==> config.mk <==
export PLATFORM = sky130hd
export DESIGN_NAME = upsp_lane_dispatcher
export DESIGN_NICKNAME = d
export VERILOG_FILES = /design/src/rtl/upsp_lane_pkg.sv /design/src/rtl/upsp_lane_cnt.sv /design/src/rtl/upsp_lane_dispatcher.sv
export SDC_FILE = /design/constraint.sdc
export NUM_CORES = 1
export LEC_CHECK = 0
export ABC_AREA = 1
export CORE_AREA = 8 8 237 239
export CTS_BUF_LIST = sky130_fd_sc_hd__clkbuf_8
export DETAILED_ROUTE_END_ITERATION = 7
export DIE_AREA = 0 0 245 247
export SKIP_CTS_REPAIR_TIMING = 1
export SYNTH_ARGS = -nofsm -noshare
export SYNTH_HDL_FRONTEND = slang
export SYNTH_SLANG_ARGS = --single-unit
==> constraint.sdc <==
create_clock -name clk -period 2.5 [get_ports clk]
set_input_delay 0.625 -clock clk [delete_from_list [all_inputs] [get_ports clk]]
set_output_delay 0.625 -clock clk [all_outputs]
set_load 0.005 [all_outputs]
==> src/rtl/upsp_lane_pkg.sv <==
// upsp_lane_pkg: shared FSM state type and derived-size helpers
// for the multi-lane bicubic upsample dispatcher.
package upsp_lane_pkg;

    typedef enum logic [1:0] {
        IDLE,
        RUN,
        DRAIN,
        DONE
    } state_e;

    localparam int PIX_BITS = 24;

    function automatic int cnt_w(input int range);
        return (range <= 1) ? 1 : $clog2(range);
    endfunction

    function automatic int block_w(input int src_w, input int lanes);
        return src_w / lanes;
    endfunction

    function automatic int out_beats(
        input int src_w,
        input int lanes,
        input int scale,
        input int wr_w
    );
        return block_w(src_w, lanes) * scale / (wr_w / PIX_BITS);
    endfunction

endpackage

==> src/rtl/upsp_lane_cnt.sv <==
// upsp_lane_cnt: three-level nested wrap counter (inner/mid/outer),
// exposing the mid level and a last-position flag.
module upsp_lane_cnt
    import upsp_lane_pkg::*;
#(
    parameter int INNER = 4,
    parameter int MID = 4,
    parameter int OUTER = 4,
    localparam int IW = cnt_w(INNER),
    localparam int MW = cnt_w(MID),
    localparam int OW = cnt_w(OUTER)
) (
    input  logic          clk,
    input  logic          rst_n,
    input  logic          clr,
    input  logic          inc,
    output logic [MW-1:0] mid_q,
    output logic          last
);

    localparam logic [IW-1:0] I_MAX = IW'(INNER - 1);
    localparam logic [MW-1:0] M_MAX = MW'(MID - 1);
    localparam logic [OW-1:0] O_MAX = OW'(OUTER - 1);

    logic [IW-1:0] inner_q;
    logic [OW-1:0] outer_q;
    logic          inner_wrap;
    logic          mid_wrap;
    logic          outer_wrap;

    assign inner_wrap = (inner_q == I_MAX);
    assign mid_wrap   = (mid_q == M_MAX);
    assign outer_wrap = (outer_q == O_MAX);
    assign last       = inner_wrap && mid_wrap && outer_wrap;

    always_ff @(posedge clk or negedge rst_n) begin
        if (!rst_n) begin
            inner_q <= '0;
            mid_q   <= '0;
            outer_q <= '0;
        end else if (clr) begin
            inner_q <= '0;
            mid_q   <= '0;
            outer_q <= '0;
        end else if (inc) begin
            inner_q <= inner_wrap ? '0 : inner_q + 1'b1;
            if (inner_wrap) begin
                mid_q <= mid_wrap ? '0 : mid_q + 1'b1;
                if (mid_wrap) begin
                    outer_q <= outer_wrap ? '0 : outer_q + 1'b1;
                end
            end
        end
    end

endmodule

==> src/rtl/upsp_lane_dispatcher.sv <==
// upsp_lane_dispatcher: splits the source pixel stream into vertical
// column blocks per PE lane and re-serialises lane output in raster order.
module upsp_lane_dispatcher
    import upsp_lane_pkg::*;
#(
    parameter int NUM_LANES          = 4,
    parameter int UPSP_RDDATA_WIDTH  = 24,
    parameter int UPSP_WRTDATA_WIDTH = 96,
    parameter int SRC_IMG_WIDTH      = 960,
    parameter int SRC_IMG_HEIGHT     = 540,
    parameter int SCALE              = 4
) (
    input  logic                                    clk,
    input  logic                                    rst_n,
    input  logic                                    frame_start,
    output logic                                    busy,
    output logic                                    frame_done,
    input  logic                                    ac_upsp_rvalid,
    input  logic [UPSP_RDDATA_WIDTH-1:0]            ac_upsp_rdata,
    output logic                                    upsp_ac_rready,
    output logic [NUM_LANES-1:0]                    lane_rvalid,
    output logic [NUM_LANES*UPSP_RDDATA_WIDTH-1:0]  lane_rdata,
    input  logic [NUM_LANES-1:0]                    lane_rready,
    input  logic [NUM_LANES-1:0]                    lane_wvalid,
    input  logic [NUM_LANES*UPSP_WRTDATA_WIDTH-1:0] lane_wdata,
    output logic [NUM_LANES-1:0]                    lane_wready,
    output logic                                    upsp_ac_wvalid,
    output logic [UPSP_WRTDATA_WIDTH-1:0]           upsp_ac_wdata,
    input  logic                                    ac_upsp_wready
);

    localparam int BLOCK_W = block_w(SRC_IMG_WIDTH, NUM_LANES);
    localparam int OUT_BEATS = out_beats(SRC_IMG_WIDTH, NUM_LANES,
                                         SCALE, UPSP_WRTDATA_WIDTH);
    localparam int OUT_ROWS = SRC_IMG_HEIGHT * SCALE;
    localparam int LW = cnt_w(NUM_LANES);
    localparam int WW = UPSP_WRTDATA_WIDTH;

    state_e        state;
    state_e        state_nx;
    logic          in_done;
    logic          in_done_nx;
    logic          out_done;
    logic          out_done_nx;
    logic [LW-1:0] in_lane;
    logic [LW-1:0] out_lane;
    logic          in_last;
    logic          out_last;
    logic          in_act;
    logic          out_act;
    logic          in_hs;
    logic          out_hs;
    logic          clr;

    assign clr     = (state == IDLE);
    assign in_act  = (state == RUN) && !in_done;
    assign out_act = ((state == RUN) || (state == DRAIN)) && !out_done;
    assign in_hs   = in_act && ac_upsp_rvalid && upsp_ac_rready;
    assign out_hs  = out_act && upsp_ac_wvalid && ac_upsp_wready;

    assign busy       = (state == RUN) || (state == DRAIN);
    assign frame_done = (state == DONE);
    assign lane_rdata = {NUM_LANES{ac_upsp_rdata}};

    always_comb begin
        lane_rvalid    = '0;
        lane_wready    = '0;
        upsp_ac_rready = 1'b0;
        upsp_ac_wvalid = 1'b0;
        upsp_ac_wdata  = lane_wdata[WW-1:0];
        for (int i = 0; i < NUM_LANES; i++) begin
            if (out_lane == LW'(i)) begin
                upsp_ac_wdata = lane_wdata[i*WW +: WW];
            end
        end
        if (in_act) begin
            lane_rvalid[in_lane] = ac_upsp_rvalid;
            upsp_ac_rready       = lane_rready[in_lane];
        end
        if (out_act) begin
            upsp_ac_wvalid        = lane_wvalid[out_lane];
            lane_wready[out_lane] = ac_upsp_wready;
        end
    end

    // done flags let either side finish first without the FSM tracking order
    always_comb begin
        state_nx    = state;
        in_done_nx  = in_done || (in_hs && in_last);
        out_done_nx = out_done || (out_hs && out_last);
        unique case (state)
            IDLE: begin
                in_done_nx  = 1'b0;
                out_done_nx = 1'b0;
                if (frame_start) state_nx = RUN;
            end
            RUN: begin
                if (in_done_nx) begin
                    state_nx = out_done_nx ? DONE : DRAIN;
                end
            end
            DRAIN: begin
                if (out_done_nx) state_nx = DONE;
            end
            DONE:    state_nx = IDLE;
            default: state_nx = IDLE;
        endcase
    end

    always_ff @(posedge clk or negedge rst_n) begin
        if (!rst_n) begin
            state    <= IDLE;
            in_done  <= 1'b0;
            out_done <= 1'b0;
        end else begin
            state    <= state_nx;
            in_done  <= in_done_nx;
            out_done <= out_done_nx;
        end
    end

    upsp_lane_cnt #(
        .INNER(BLOCK_W),
        .MID  (NUM_LANES),
        .OUTER(SRC_IMG_HEIGHT)
    ) u_in_cnt (
        .clk  (clk),
        .rst_n(rst_n),
        .clr  (clr),
        .inc  (in_hs),
        .mid_q(in_lane),
        .last (in_last)
    );

    upsp_lane_cnt #(
        .INNER(OUT_BEATS),
        .MID  (NUM_LANES),
        .OUTER(OUT_ROWS)
    ) u_out_cnt (
        .clk  (clk),
        .rst_n(rst_n),
        .clr  (clr),
        .inc  (out_hs),
        .mid_q(out_lane),
        .last (out_last)
    );

endmodule

==> summary.txt, run 1 <==
Final WL: 55900 um
FF+latch count, synth: 46
# port buffers: 504
Vias in the first global route: 8909
Final ANT Viol Nets: 0
Psw: 5.87 mW
Most frequent cells in the layout: clkdlybuf4s50_1, nor2_1, a21oi_1
H-tree Lvls: 2
Initial Util: 0.130
Status: finished, violations left
Post-synthesis mux area share: 0.141
Synth Area in Compound Gates: 0.197
Die Area: 0.0605 mm2
CTS Buf Count: 5
I/O pin total: 625
XOR/XNOR share of the synthesized area: 0.00515
CP Data Arrival Time: 2370 ps
Largest family of logic cells by synthesized area: simple AND/OR/NAND/NOR gates
Final Wtd Congestion: 0.933
Sw Share: 0.444
Worst flop-to-flop path startpoint: u_out_cnt.mid_q[1]
Int Power: 7.35 mW
Yosys cell types: 41
Storage element area: 0.00115 mm2
Final Util: 0.282
Fmax: 334 MHz
VDD IR max: 343 uV
Clock share of power: 0.036
Post-synthesis adder-cell area fraction: 0.0313
Area grow syn2layout: 116%
Clock Sinks: 46
Post-route DRC violation count: 0
Largest net degree at the start of global routing: 47
Starting DRT DRC Count: 469
Final setup margin: -492 ps
Syn_nets: 1458
Tot Pwr: 13.2 mW
Dpl hpwl: 46300 um
CTS tree: done
Drt wl/cell: 25.3 um
Die width: 245 um
Crit. End Element: output pin
Slew @ Worst Pin: 500 ps
Critical path class: flop to output pin
R2r worst-path depth: 12
GRT Total Usage: 0.159
Final Hold Viols: 0
Longest Clk Path Bufs: 2
CTS root buf: clkbuf_8
Startpoint Class: flop
Relative slew slack: 0.666
Floorplan row count: 84
PD cells: 898 mW/mm2
Final setup violating endpoints: 96
Fill cells: 5548
RSZ-0062 raised after global routing: true
Reg-to-reg critical path endpoint: state[0]
R2r setup slk: 320 ps
Leading cell type in the layout, fill and taps excluded: clkdlybuf4s50_1
DR vias/cell: 4.15
Crit path required time: 1880 ps
Seq/Total Area, Yosys: 0.169
Skew final: 6.92 ps
Layout cells sized above 1: 0.300
Slew Viols, Final: 0
Failing checks: setup timing
Synth Warn #: 0
Die height: 247 um
Area of the multi-input gates: 0.00537 mm2
First-pass GRT wire length: 69400 um
Lkg Pwr: 6.01 nW
Worst-Skew Late Latency: 290 ps
Total Nets Final: 1956
Total core area: 0.0522 mm2
Initial antenna violation count: 15
Tmin final: 2990 ps
Sequential share of power: 0.068
Avg Inst Size Synth: 6.67 um2
Drt pass-1 iters: 5
Max-cap check violation count: 0
Post-Synth Simple-Gate Area: 0.277
Tcrit/Tclk final: 1.20
Combinational group share of total power: 0.897
Via count: 9184
CP max FO: 6
Worst Hold Class: primary input to asynchronous set/reset pin
Mapped Cells: 1020
Post-Synthesis Cell Area: 0.00681 mm2
Clk slew on worst S/H paths: 90 ps
Total grt overflow: 0
-- registers in the layout, indices dropped and copies added, names as in the netlist --
name,cells
u_out_cnt.mid_q,2
u_in_cnt.inner_q,8
u_out_cnt.inner_q,8
u_out_cnt.outer_q,12
state,2
in_done,1
u_in_cnt.mid_q,2
u_in_cnt.outer_q,10
out_done,1
-- worst max-delay path, stage by stage, from the launching register on --
cell     delay (ps)
dfrtp_2         450
ha_4            180
buf_6           110
buf_12          130
buf_12          130
buf_12          140
buf_12          130
mux2i_2         180
or2_4           250
a21oi_4         200
buf_12          150
-- cell families after synthesis --
logic type | count (synthesis)
and+or+nand+nor | 391
AOI/OAI and AO/OA | 258
buffers and inverters | 208
muxes | 96
DFF | 46
adders and majority gates | 17
xor gates and xnor gates | 4
-- cell type report --
class | instances | area share
inverters | 55 | 0.0150
flip-flops and latches | 46 | 0.0783
clock buffers | 6 | 0.00561
diodes | 4 | 0.000680
multi-input cells | 766 | 0.364
clock inverters | 2 | 0.000595
well taps | 688 | 0.0585
repair buffers | 644 | 0.477
-- synth_stat cells --
| library cell | number | share of area |
|---|---|---|
| a211oi_1 | 1 | 0.0011 |
| ha_1 | 17 | 0.031 |
| nand3_1 | 28 | 0.021 |
| buf_1 | 1 | 0.00055 |
| o21ai_0 | 27 | 0.020 |
| xor2_1 | 3 | 0.0039 |
| dfrtp_1 | 46 | 0.17 |
| o21a_1 | 1 | 0.0011 |
| o2111ai_1 | 1 | 0.0013 |
| xnor2_1 | 1 | 0.0013 |
| o22ai_1 | 1 | 0.00092 |
| nand2_1 | 88 | 0.049 |
| buf_8 | 1 | 0.0022 |
| o211ai_1 | 1 | 0.0011 |
| clkbuf_1 | 37 | 0.020 |
| nor2_1 | 147 | 0.081 |
| nand3_2 | 5 | 0.0074 |
| o21bai_1 | 1 | 0.0011 |
| nand2_2 | 2 | 0.0018 |
| nand3b_4 | 1 | 0.0029 |
| nand2_4 | 2 | 0.0033 |
| nor3_1 | 5 | 0.0037 |
| a22oi_1 | 2 | 0.0022 |
| nor2_8 | 1 | 0.0029 |
| o21ai_1 | 4 | 0.0029 |
| or2_2 | 67 | 0.062 |
| buf_4 | 104 | 0.11 |
| mux2i_1 | 96 | 0.14 |
| a21oi_1 | 216 | 0.16 |
| inv_1 | 48 | 0.026 |
| buf_2 | 6 | 0.0044 |
| nand4_4 | 1 | 0.0031 |
| nor2_2 | 4 | 0.0037 |
| inv_2 | 7 | 0.0039 |
| nor4_1 | 1 | 0.00092 |
| a21oi_4 | 1 | 0.0024 |
| nand4_1 | 10 | 0.0092 |
| o21ai_4 | 1 | 0.0024 |
| or2_1 | 29 | 0.027 |
| o41ai_1 | 1 | 0.0013 |
| buf_6 | 4 | 0.0066 |
-- power groups by stage --
stage / logic (mW) / registers [mW] / clock network, mW
finish: 11.9 / 0.894 / 0.470
global route: 12.7 / 0.905 / 0.523
CTS: 10.1 / 0.890 / 0.485
detailed placement: 10.0 / 0.904 / 0
global placement: 10.0 / 0.900 / 0
floorplan: 3.55 / 0.901 / 0
-- worst max-delay path by stage --
stage	start	to	slack, ps	cells past startpoint
global route	u_out_cnt.mid_q[1]	upsp_ac_wdata[11]	-580	12
global placement	lane_wdata[67]	upsp_ac_wdata[67]	-570	5
floorplan	u_out_cnt.mid_q[1]	upsp_ac_wdata[66]	350	8
detailed placement	lane_wdata[67]	upsp_ac_wdata[67]	-550	5
finish	u_out_cnt.mid_q[0]	upsp_ac_wdata[10]	-490	10
CTS	u_out_cnt.mid_q[1]	upsp_ac_wdata[5]	-750	11
-- metrics by stage --
stage / hold slack [ps] / cells / TNS, ps / cell area [um2] / worst slack, ps
detailed placement: 495 / 2165 / -26150 / 13100 / -550
global placement: 484 / 2165 / -26220 / 13100 / -575
floorplan: 329 / 1020 / 0 / 6810 / 347
global route: 312 / 2209 / -34040 / 14700 / -576
CTS: 307 / 2173 / -55220 / 13200 / -751
finish: 299 / 2211 / -26290 / 14700 / -492
-- per-layer routing --
| layer | global-route usage | vias to the layer above | part of all wire |
|---|---|---|---|
| li1 | - | 4316 | - |
| met1 | 0.205 | 4373 | 0.42 |
| met2 | 0.238 | 400 | 0.43 |
| met3 | 0.0806 | 81 | 0.13 |
| met4 | 0.0263 | 14 | 0.023 |
| met5 | 0 | - | 0.0016 |
Note: power is estimated with default switching activity, not from simulation.
==> inputs of run 2 (changes only) <==
Settings changed: SETUP_SLACK_MARGIN set to 0.02.
==> summary.txt, run 2 (synthesized netlist as in run 1, its figures left out) <==
Starting DRT DRC Count: 396 (-16%)
Min Hold Slack: 299 ps (+0.368 ps)
Crit. End Element: output pin
# port buffers: 504 (unchanged)
Startpoint Class: flop
CP most frequent cell: buf_12
Final ANT Viol Nets: 0 (unchanged)
Clk slew on worst S/H paths: 90 ps (about the same)
Most frequent cells in the layout: clkdlybuf4s50_1, nor2_1, a21oi_1
Slew Viols, Final: 0 (unchanged)
Met2 usage in global routing: 0.238 (unchanged)
Area of the multi-input gates: 0.00538 mm2 (+0.21%)
Longest Clk Path Bufs: 2 (unchanged)
Via count: 9243 (+0.64%)
CTS root buf: clkbuf_8
Final WL: 56100 um (+0.46%)
Initial Util: 0.130 (unchanged)
Dpl hpwl: 46300 um (unchanged)
Slew @ Worst Pin: 505 ps (+4.09 ps)
Crit-path cells: ha_4, buf_6, buf_12, buf_12, buf_12, buf_12, mux2i_1, or2_4, a21oi_4, buf_6, buf_12
Met1 usage: 0.205 (unchanged)
Worst path bufs/invs: 7 (+1)
Tot Pwr: 13.6 mW (+2.8%)
Fill cells: 5532 (-0.29%)
Largest registers: u_out_cnt.outer_q x12, u_in_cnt.outer_q x10
Leading cell type in the layout, fill and taps excluded: clkdlybuf4s50_1
Grt peak-use layer: met2
Max reg flops: 12 (unchanged)
CTS Buf Count: 5 (unchanged)
Total grt overflow: 0 (unchanged)
Area grow syn2layout: 120%
Die Area: 0.0605 mm2 (unchanged)
PD cells: 909 mW/mm2 (+1.2%)
Drt wl/cell: 25.2 um (-0.40%)
Worst-Skew Late Latency: 290 ps (about the same)
Status: finished, violations left
RSZ-0062 raised after global routing: true
Slowest stage cell on the critical path: dfrtp_2
Final setup violating endpoints: 96 (unchanged)
I/O pin total: 625 (unchanged)
Storage element area: 0.00115 mm2 (unchanged)
R2r worst-path depth: 12 (unchanged)
CP Data Arrival Time: 2400 ps (+30 ps)
Largest net degree at the start of global routing: 47 (unchanged)
Clock Sinks: 46 (unchanged)
Post-route DRC violation count: 0 (unchanged)
First-pass GRT wire length: 69400 um (unchanged)
H-tree Lvls: 2 (unchanged)
Die height: 247 um (unchanged)
Critical Path Max Stage Delay: 440 ps (about the same)
Crit. path cell count: 11 (+1)
Worst Hold Class: primary input to asynchronous set/reset pin
Layout cells sized above 1: 0.306 (+0.00690)
CP max FO: 6 (unchanged)
Critical path class: flop to output pin
Lkg Pwr: 6.13 nW (+1.9%)
Total Nets Final: 1974 (+0.92%)
Tcrit/Tclk final: 1.21 (+0.0117)
Fmax: 331 MHz (-0.97%)
Die width: 245 um (unchanged)
CTS tree: done
Crit path required time: 1880 ps (about the same)
Total core area: 0.0522 mm2 (unchanged)
Tmin final: 3020 ps (+29.2 ps)
Initial antenna violation count: 14 (-1)
Placed cells: 2165 (unchanged)
DR vias/cell: 4.14 (-0.22%)
VDD IR max: 341 uV (-0.53%)
Final Util: 0.286 (+0.00460)
Skew final: 6.44 ps (-0.483 ps)
Drt pass-1 iters: 6 (+1)
Max-cap check violation count: 0 (unchanged)
Biggest register: u_out_cnt.outer_q
Met3 Usage GRT: 0.0806 (unchanged)
Final Wtd Congestion: 0.933 (unchanged)
Floorplan row count: 84 (unchanged)
Relative slew slack: 0.663 (-0.00273)
Failing checks: setup timing
Delay-heaviest family, CP: buffers and inverters
Final Hold Viols: 0 (unchanged)
Vias in the first global route: 8909 (unchanged)
Final Non-Filler Cells: 2230 (+0.86%)
GRT Total Usage: 0.159 (unchanged)
Final setup margin: -521 ps (-29.2 ps)
run 2: layout make-up:
type | count | area share
multi-input cells | 766 | 0.359
flip-flops and latches | 46 | 0.0770
well taps | 688 | 0.0575
repair buffers | 662 | 0.484
clock buffers | 6 | 0.00552
clock inverters | 2 | 0.000585
diodes | 5 | 0.000836
inverters | 55 | 0.0148
run 2: worst reg2reg max path, cell delays in order (launching register included):
cell     delay, ps
dfrtp_1        390
buf_4          170
ha_4           160
buf_12         120
buf_4          100
buf_4          180
nand3_1        150
nor2_1         140
nand2_1        110
nand3_1        160
nand3_1        120
nand2_1         90
nand2_1         50
run 2: per-layer routing:
layer	wire, um	part of all wire	vias to the layer above
met5	88	0.0016	-
met4	1120	0.020	14
met3	7370	0.13	84
met2	24300	0.43	434
met1	23300	0.42	4360
li1	-	-	4351
run 2: worst paths after layout:
| path | from | end | slack (ps) |
|---|---|---|---|
| max | u_out_cnt.mid_q[0] | upsp_ac_wdata[5] | -520 |
| min | rst_n | u_out_cnt.inner_q[7] | 300 |
| max reg2reg | u_out_cnt.mid_q[1] | state[0] | 450 |
| min reg2reg | u_in_cnt.inner_q[1] | u_in_cnt.inner_q[1] | 510 |
| max in group asynchronous | rst_n | u_out_cnt.mid_q[0] | 1980 |
| min in group clk | u_in_cnt.inner_q[1] | u_in_cnt.inner_q[1] | 510 |
run 2: power by group:
group          total [mW]  internal (mW)  switching, mW
registers           0.894          0.824         0.0692
logic                12.2           6.61           5.63
clock network       0.466          0.220          0.247
total                13.6           7.65           5.95
run 2: stage by stage:
stage / setup WS, ps / TNS (ps) / area (um2)
after floorplan: 347 / 0 / 6810
after global placement: -575 / -26220 / 13100
after detailed placement: -550 / -26150 / 13100
after CTS: -751 / -55220 / 13200
after global routing: -608 / -35870 / 15000
final: -521 / -28090 / 15000
